===== src/rtl/vga_pattern_scheduler_if.sv =====
// Palette configuration port: write request with a ready/valid handshake.
interface vga_pattern_scheduler_if;
    logic        cfg_valid;
    logic [1:0]  cfg_addr;
    logic [11:0] cfg_data;
    logic        cfg_ready;

    modport master (output cfg_valid, cfg_addr, cfg_data, input cfg_ready);
    modport slave  (input cfg_valid, cfg_addr, cfg_data, output cfg_ready);
endinterface


===== src/rtl/vga_pattern_scheduler.sv =====
// Test-pattern colour scheduler: double-buffered 4-entry palette, solid or bar pattern,
// palette index stepping every FRAMES_PER_STEP frames.
//
// state | meaning
// IDLE  | stopped, rgb blanked
// ARM   | waiting for the next frame boundary, idx/fcnt held at 0
// RUN   | drawing pattern, counting frames
module vga_pattern_scheduler #(
    parameter int unsigned FRAMES_PER_STEP = 60,
    parameter int unsigned H_ACTIVE        = 640
) (
    input  logic                   clk_100MHz,
    input  logic                   reset,
    input  logic                   p_tick,
    input  logic                   video_on,
    input  logic [9:0]             x,
    input  logic [9:0]             y,
    input  logic                   enable,
    input  logic                   mode,
    vga_pattern_scheduler_if.slave cfg,
    output logic [11:0]            rgb,
    output logic                   step_pulse,
    output logic                   busy
);

    typedef enum logic [1:0] {IDLE, ARM, RUN} state_t;

    localparam logic [10:0] BAR_W     = 11'(H_ACTIVE / 4);
    localparam logic [10:0] H_END     = 11'(H_ACTIVE);
    localparam logic [7:0]  FCNT_LAST = 8'(FRAMES_PER_STEP - 1);
    localparam logic [11:0] PAL_DEFAULT [4] = '{12'hF00, 12'h0F0, 12'h00F, 12'hFFF};

    state_t      state_q, state_d;
    logic [1:0]  idx_q, idx_d;
    logic [7:0]  fcnt_q, fcnt_d;
    logic        dirty_q, dirty_d;
    logic [11:0] shadow_q [4];
    logic [11:0] shadow_d [4];
    logic [11:0] active_q [4];
    logic [11:0] active_d [4];
    logic [11:0] rgb_q, rgb_d;

    logic        frame_bnd;
    logic        wr_en;
    logic [10:0] x_ext;
    logic [1:0]  bar;
    logic [1:0]  sel;

    assign frame_bnd     = p_tick && (x == 10'd0) && (y == 10'd0);
    // Refusing writes on the boundary keeps the shadow stable while it is copied.
    assign cfg.cfg_ready = ~frame_bnd;
    assign wr_en         = cfg.cfg_valid && cfg.cfg_ready;
    assign x_ext         = {1'b0, x};
    assign busy          = (state_q != IDLE);
    assign rgb           = rgb_q;

    always_ff @(posedge clk_100MHz or posedge reset) begin
        if (reset) begin
            state_q <= IDLE;
            idx_q   <= 2'd0;
            fcnt_q  <= 8'd0;
            dirty_q <= 1'b0;
            rgb_q   <= 12'd0;
            for (int i = 0; i < 4; i++) begin
                shadow_q[i] <= PAL_DEFAULT[i];
                active_q[i] <= PAL_DEFAULT[i];
            end
        end else begin
            state_q  <= state_d;
            idx_q    <= idx_d;
            fcnt_q   <= fcnt_d;
            dirty_q  <= dirty_d;
            rgb_q    <= rgb_d;
            shadow_q <= shadow_d;
            active_q <= active_d;
        end
    end

    always_comb begin
        state_d    = state_q;
        idx_d      = idx_q;
        fcnt_d     = fcnt_q;
        step_pulse = 1'b0;

        if (!enable) begin
            state_d = IDLE;
        end else begin
            case (state_q)
                IDLE:    state_d = ARM;
                ARM:     if (frame_bnd) state_d = RUN;
                default: state_d = state_q;
            endcase
        end

        if (state_q == ARM) begin
            idx_d  = 2'd0;
            fcnt_d = 8'd0;
        end else if (state_q == RUN && frame_bnd) begin
            if (fcnt_q == FCNT_LAST) begin
                fcnt_d     = 8'd0;
                idx_d      = idx_q + 2'd1;
                step_pulse = 1'b1;
            end else begin
                fcnt_d = fcnt_q + 8'd1;
            end
        end
    end

    always_comb begin
        shadow_d = shadow_q;
        active_d = active_q;
        dirty_d  = dirty_q;
        if (wr_en) begin
            shadow_d[cfg.cfg_addr] = cfg.cfg_data;
            dirty_d                = 1'b1;
        end
        if (frame_bnd && dirty_q) begin
            active_d = shadow_q;
            dirty_d  = 1'b0;
        end
    end

    always_comb begin
        if (x_ext >= H_END)
            bar = 2'd3;
        else if (x_ext >= (BAR_W << 1) + BAR_W)
            bar = 2'd3;
        else if (x_ext >= (BAR_W << 1))
            bar = 2'd2;
        else if (x_ext >= BAR_W)
            bar = 2'd1;
        else
            bar = 2'd0;

        sel   = mode ? (bar + idx_q) : idx_q;
        rgb_d = (state_q == RUN && video_on) ? active_q[sel] : 12'd0;
    end

endmodule


===== src/flat_wrapper.sv =====
// flat-port wrapper written by rule: the top's interface ports become plain ports
module vga_pattern_scheduler_flat 
#(
    parameter int unsigned FRAMES_PER_STEP = 60,
    parameter int unsigned H_ACTIVE        = 640
)
  (clk_100MHz, reset, p_tick, video_on, x, y, enable, mode, rgb, step_pulse, busy, cfg_cfg_valid, cfg_cfg_addr, cfg_cfg_data, cfg_cfg_ready);
  vga_pattern_scheduler_if cfg_i ();
  input  logic clk_100MHz;
  input  logic reset;
  input  logic p_tick;
  input  logic video_on;
  input  logic [9:0] x;
  input  logic [9:0] y;
  input  logic enable;
  input  logic mode;
  output logic [11:0] rgb;
  output logic step_pulse;
  output logic busy;
  input wire logic [$bits(cfg_i.cfg_valid)-1:0] cfg_cfg_valid;
  input wire logic [$bits(cfg_i.cfg_addr)-1:0] cfg_cfg_addr;
  input wire logic [$bits(cfg_i.cfg_data)-1:0] cfg_cfg_data;
  output wire logic [$bits(cfg_i.cfg_ready)-1:0] cfg_cfg_ready;
  assign cfg_i.cfg_valid = cfg_cfg_valid;
  assign cfg_i.cfg_addr = cfg_cfg_addr;
  assign cfg_i.cfg_data = cfg_cfg_data;
  assign cfg_cfg_ready = cfg_i.cfg_ready;
  vga_pattern_scheduler #(.FRAMES_PER_STEP(FRAMES_PER_STEP), .H_ACTIVE(H_ACTIVE)) u_core (.clk_100MHz(clk_100MHz), .reset(reset), .p_tick(p_tick), .video_on(video_on), .x(x), .y(y), .enable(enable), .mode(mode), .cfg(cfg_i), .rgb(rgb), .step_pulse(step_pulse), .busy(busy));
endmodule

===== config.mk =====
export PLATFORM = sky130hd
export DESIGN_NAME = vga_pattern_scheduler_flat
export DESIGN_NICKNAME = d
export VERILOG_FILES = /design/src/rtl/vga_pattern_scheduler_if.sv /design/src/rtl/vga_pattern_scheduler.sv /design/src/flat_wrapper.sv
export SDC_FILE = /design/constraint.sdc
export NUM_CORES = 1
export LEC_CHECK = 0
export ABC_CLOCK_PERIOD_IN_PS = 3900
export BUFFER_PORTS_ARGS = -buffer_cell sky130_fd_sc_hd__buf_2
export CORE_MARGIN = 3
export CORE_UTILIZATION = 50
export CTS_CLUSTER_SIZE = 12
export DETAILED_ROUTE_END_ITERATION = 10
export PLACE_DENSITY = 0.68
export SLEW_MARGIN = 15
export SYNTH_ARGS = -nofsm -noshare
export SYNTH_HDL_FRONTEND = slang
export SYNTH_SLANG_ARGS = --single-unit

===== constraint.sdc =====
create_clock -name clk_100MHz -period 3.9 [get_ports clk_100MHz]
set_input_delay 0.195 -clock clk_100MHz [delete_from_list [all_inputs] [get_ports clk_100MHz]]
set_output_delay 0.195 -clock clk_100MHz [all_outputs]
set_load 0.01 [all_outputs]

==> impl_metrics.tcl <==
set metrics [dict create \
    area_growth_pct 14.9 \
    clock_tree.buffer_depth 2 \
    rows 39 \
    ys_types 61 \
    synthCells 490 \
    wl_per_cell_um 19.3 \
    cts_tree "yes" \
    cap_violations 0 \
    grt_usage 0.220 \
    gp_congestion 0.854 \
    fin_crit_sh 0.656 \
    synth-seq-cells 121 \
    power.density_nw_per_um2 453 \
    vias 4207 \
    worst_clock_skew_ns 0.00773 \
    synthAdderAreaFrac 0.00411 \
    synthSimpleGateAreaFrac 0.107 \
    final.min_clock_period_ns 2.56 \
    pwr-share-seq 0.453 \
    synthArstFlopShare 1.00 \
    outcome "complete, no violations" \
    io_buffers 55 \
    grt_setup_unrepaired "false" \
    multi_input_area_um2 2790 \
    yosysWarnings 0 \
    cp.required_ns 4.24 \
    fin_util 0.600 \
    synth_mux_area_frac 0.215 \
    power_frac_comb 0.059 \
    first_pass_iters 5 \
    core-area_um2 11700 \
    reg2reg_to "u_core.rgb[7]" \
    cp_max_fo 24 \
    maxSlewHeadroom 0.298 \
    synth_xor_area_frac 0.0117 \
    fill_cells 917 \
    finalNonFillerCells 699 \
    slew_violations 0 \
    finalHoldViolCount 0 \
    synth_area_um2 6090 \
    drt_wl_total_um 13500 \
    power_frac_clock 0.488 \
    grt_pass1_vias 4406 \
    p_sw_uw 684 \
    synth-compound-area-share 0.119 \
    clock_latency_ns 0.42 \
    drc_errors 0 \
    ant_nets 0 \
    grt_start_max_net_pins 87 \
    cts-resized-gates 0 \
    path_clk_slew_ns 0.05 \
    synthFlopType "dfrtp_1" \
    initial_utilization 0.522 \
    drive_gt1_frac 0.279 \
    seq_area_um2 3090 \
    dp.cells 666 \
    max_freq_ghz 0.391 \
    grt_pass1_wl_um 22800 \
    crit_end "u_core.rgb[7]" \
    crit_path_start_kind "flip-flop" \
    die-height_um 116 \
    top_level_ports 56 \
    arrival_ns 2.90 \
    setup_tns_ns 0 \
    cp-startpoint "u_core.idx_q[0]" \
    chipWidth_um 116 \
    swShare 0.216 \
    ir_drop_mv 0.268 \
    synth_nets 533 \
    gr-total-overflow 0 \
    drt_iter0_markers 167 \
    root_buffer "clkbuf_16" \
    intPower_uw 2490 \
    hpwl_um 8730 \
    die-area_um2 13500 \
    numClockSinks 121 \
    cts_buffers 17 \
    setup_violations 0 \
    reg2reg_slack_ns 1.34 \
    seq_area_frac_synth 0.507 \
    rr_worst_depth 6 \
    diodes 0 \
    synth_top_family_by_area "multiplexers" \
    synth-edff-count 0 \
    final_nets 586 \
    rr_startpoint "u_core.idx_q[0]" \
    hold_class "input port to async pin" \
    critical_path_class "flip-flop to flip-flop" \
    cp-end-kind "flip-flop" \
    worst_slew_pin_slew_ns 1.05 \
    vias_per_cell 6.02 \
    antenna_found_initial 1 \
    h-tree-depth 4 \
    p_leak_uw 0.00308 \
    syn_avg_cell_area_um2 12.4 \
]
[routing by layer]
metal,vias to the layer above,GRT usage,wire (um)
met5,-,0,13
met3,26,0.0601,695
met2,98,0.347,6630
met4,2,0.0959,264
met1,2132,0.286,5910
li1,1949,-,-
[sequential cells by signal, indices dropped and copies added, names as in the netlist]
name / count
u_core.active_q: 48
u_core.dirty_q: 1
u_core.fcnt_q: 8
u_core.idx_q: 2
u_core.rgb: 12
u_core.shadow_q: 48
u_core.state_q: 2
[power by group through the flow]
| stage | combinational [uW] | sequential, uW | clock (uW) |
|---|---|---|---|
| CTS | 190 | 1440 | 1580 |
| floorplan | 131 | 1440 | 0 |
| finish | 186 | 1440 | 1550 |
| global route | 207 | 1450 | 1630 |
| detailed placement | 188 | 1450 | 0 |
| global placement | 180 | 1450 | 0 |
[final cells by class]
type / instances / area share
Clock inverter: 10 / 0.0182
Multi-Input combinational cell: 334 / 0.398
Tap cell: 143 / 0.0256
Clock buffer: 22 / 0.0649
Sequential cell: 121 / 0.441
Timing Repair Buffer: 62 / 0.0472
Inverter: 7 / 0.00447
[stage by stage]
stage	power (uW)	hold WS (ns)	setup WS, ns	area, um2
after detailed placement	1640	0.446	1.13	6400
after global routing	3290	0.0329	1.12	7000
after CTS	3200	0.0216	1.37	7000
final	3170	0.0357	1.34	7000
after floorplan	1570	0.325	0.570	6090
after global placement	1630	0.440	1.21	6400
[worst min path at each step]
stage | startpoint | to
3_3_place_gp | enable | u_core.state_q[0]
5_1_grt | cfg_cfg_data[3] | u_core.shadow_q[27]
2_1_floorplan | enable | u_core.state_q[1]
3_5_place_dp | enable | u_core.state_q[1]
4_1_cts | cfg_cfg_data[2] | u_core.shadow_q[26]
6_report | reset | u_core.shadow_q[35]
[worst max-delay path: stages, from the launching register on]
cell,delay [ns]
dfrtp_1,0.42
ha_1,0.67
nor2b_1,0.16
a2111o_1,0.37
a21oi_1,0.53
a22oi_1,0.18
nand3_1,0.13
[repair_timing]
action	in CTS	in global routing
endpoints found under the hold margin	1	0
hold buffers	1	0
buffers inserted	0	0
[cell usage in the layout (no fill, tap or decap), types with 3 or more instances in the layout]
master     synthesis  layout
mux2_1            95      95
bufinv_16          0       3
and3b_1            3       3
dfstp_2           48      48
a21oi_1           12      12
a2bb2oi_1          6       6
nand2_1           32      32
or2_2              3       3
mux2i_1           24      24
o2bb2ai_1          5       5
nor3_1             6       6
a211o_1            5       5
buf_2             10      55
and2_1             3       3
clkbuf_16          0      17
o21ai_1            4       4
nor4_1             3       3
o21ai_0           10      10
nor2b_1            5       5
dfrtp_1           73      73
inv_1              5       4
xnor2_1            5       5
buf_4              4       6
nor2_1            24      24
clkinv_2           0       6
nand3_1            9       9
nand4_1            5       5
a22o_1             6       6
a22oi_1            6       6
clkbuf_1           8       4
o32ai_1            5       5
a221oi_1          16      16
o211ai_1           4       4
and3_1             4       3
[synth_stat cells (all sizes together), types with 2 or more instances]
library cell  instances  share of area
nand3                10         0.0090
a21oi                12         0.0099
o211ai                4         0.0049
dfstp                48           0.21
o32ai                 5         0.0072
a221o                 2         0.0033
a32oi                 2         0.0029
clkbuf                8         0.0049
mux2                 95           0.18
and3                  4         0.0041
a221oi               16          0.023
nor2                 25          0.017
xnor2                 6          0.012
a31oi                 2         0.0021
a211o                 5         0.0072
nand2                32          0.020
a32o                  2         0.0033
mux2i                24          0.039
inv                   7         0.0047
ha                    2         0.0041
o21ai                14          0.012
and3b                 3         0.0043
nor4b                 2         0.0064
and2                  3         0.0031
o2bb2ai               5         0.0072
nand4b                2         0.0078
a22o                  6         0.0086
nand4                 7          0.011
a2bb2oi               6         0.0086
and4                  2         0.0029
a22oi                 6         0.0074
nor4                  3         0.0031
nor2b                 5         0.0051
or2                   3         0.0031
nand2b                2         0.0021
dfrtp                73           0.30
buf                  20          0.026
nor3                  6         0.0049
[cells by family after synthesis]
family | count (synthesis)
AOI/OAI and AO/OA | 95
xor gates and xnor gates | 6
adders and majority gates | 2
buffers and inverters | 35
DFF | 121
muxes | 119
and+or+nand+nor | 112
No activity file was read; power rests on OpenSTA's default activity.
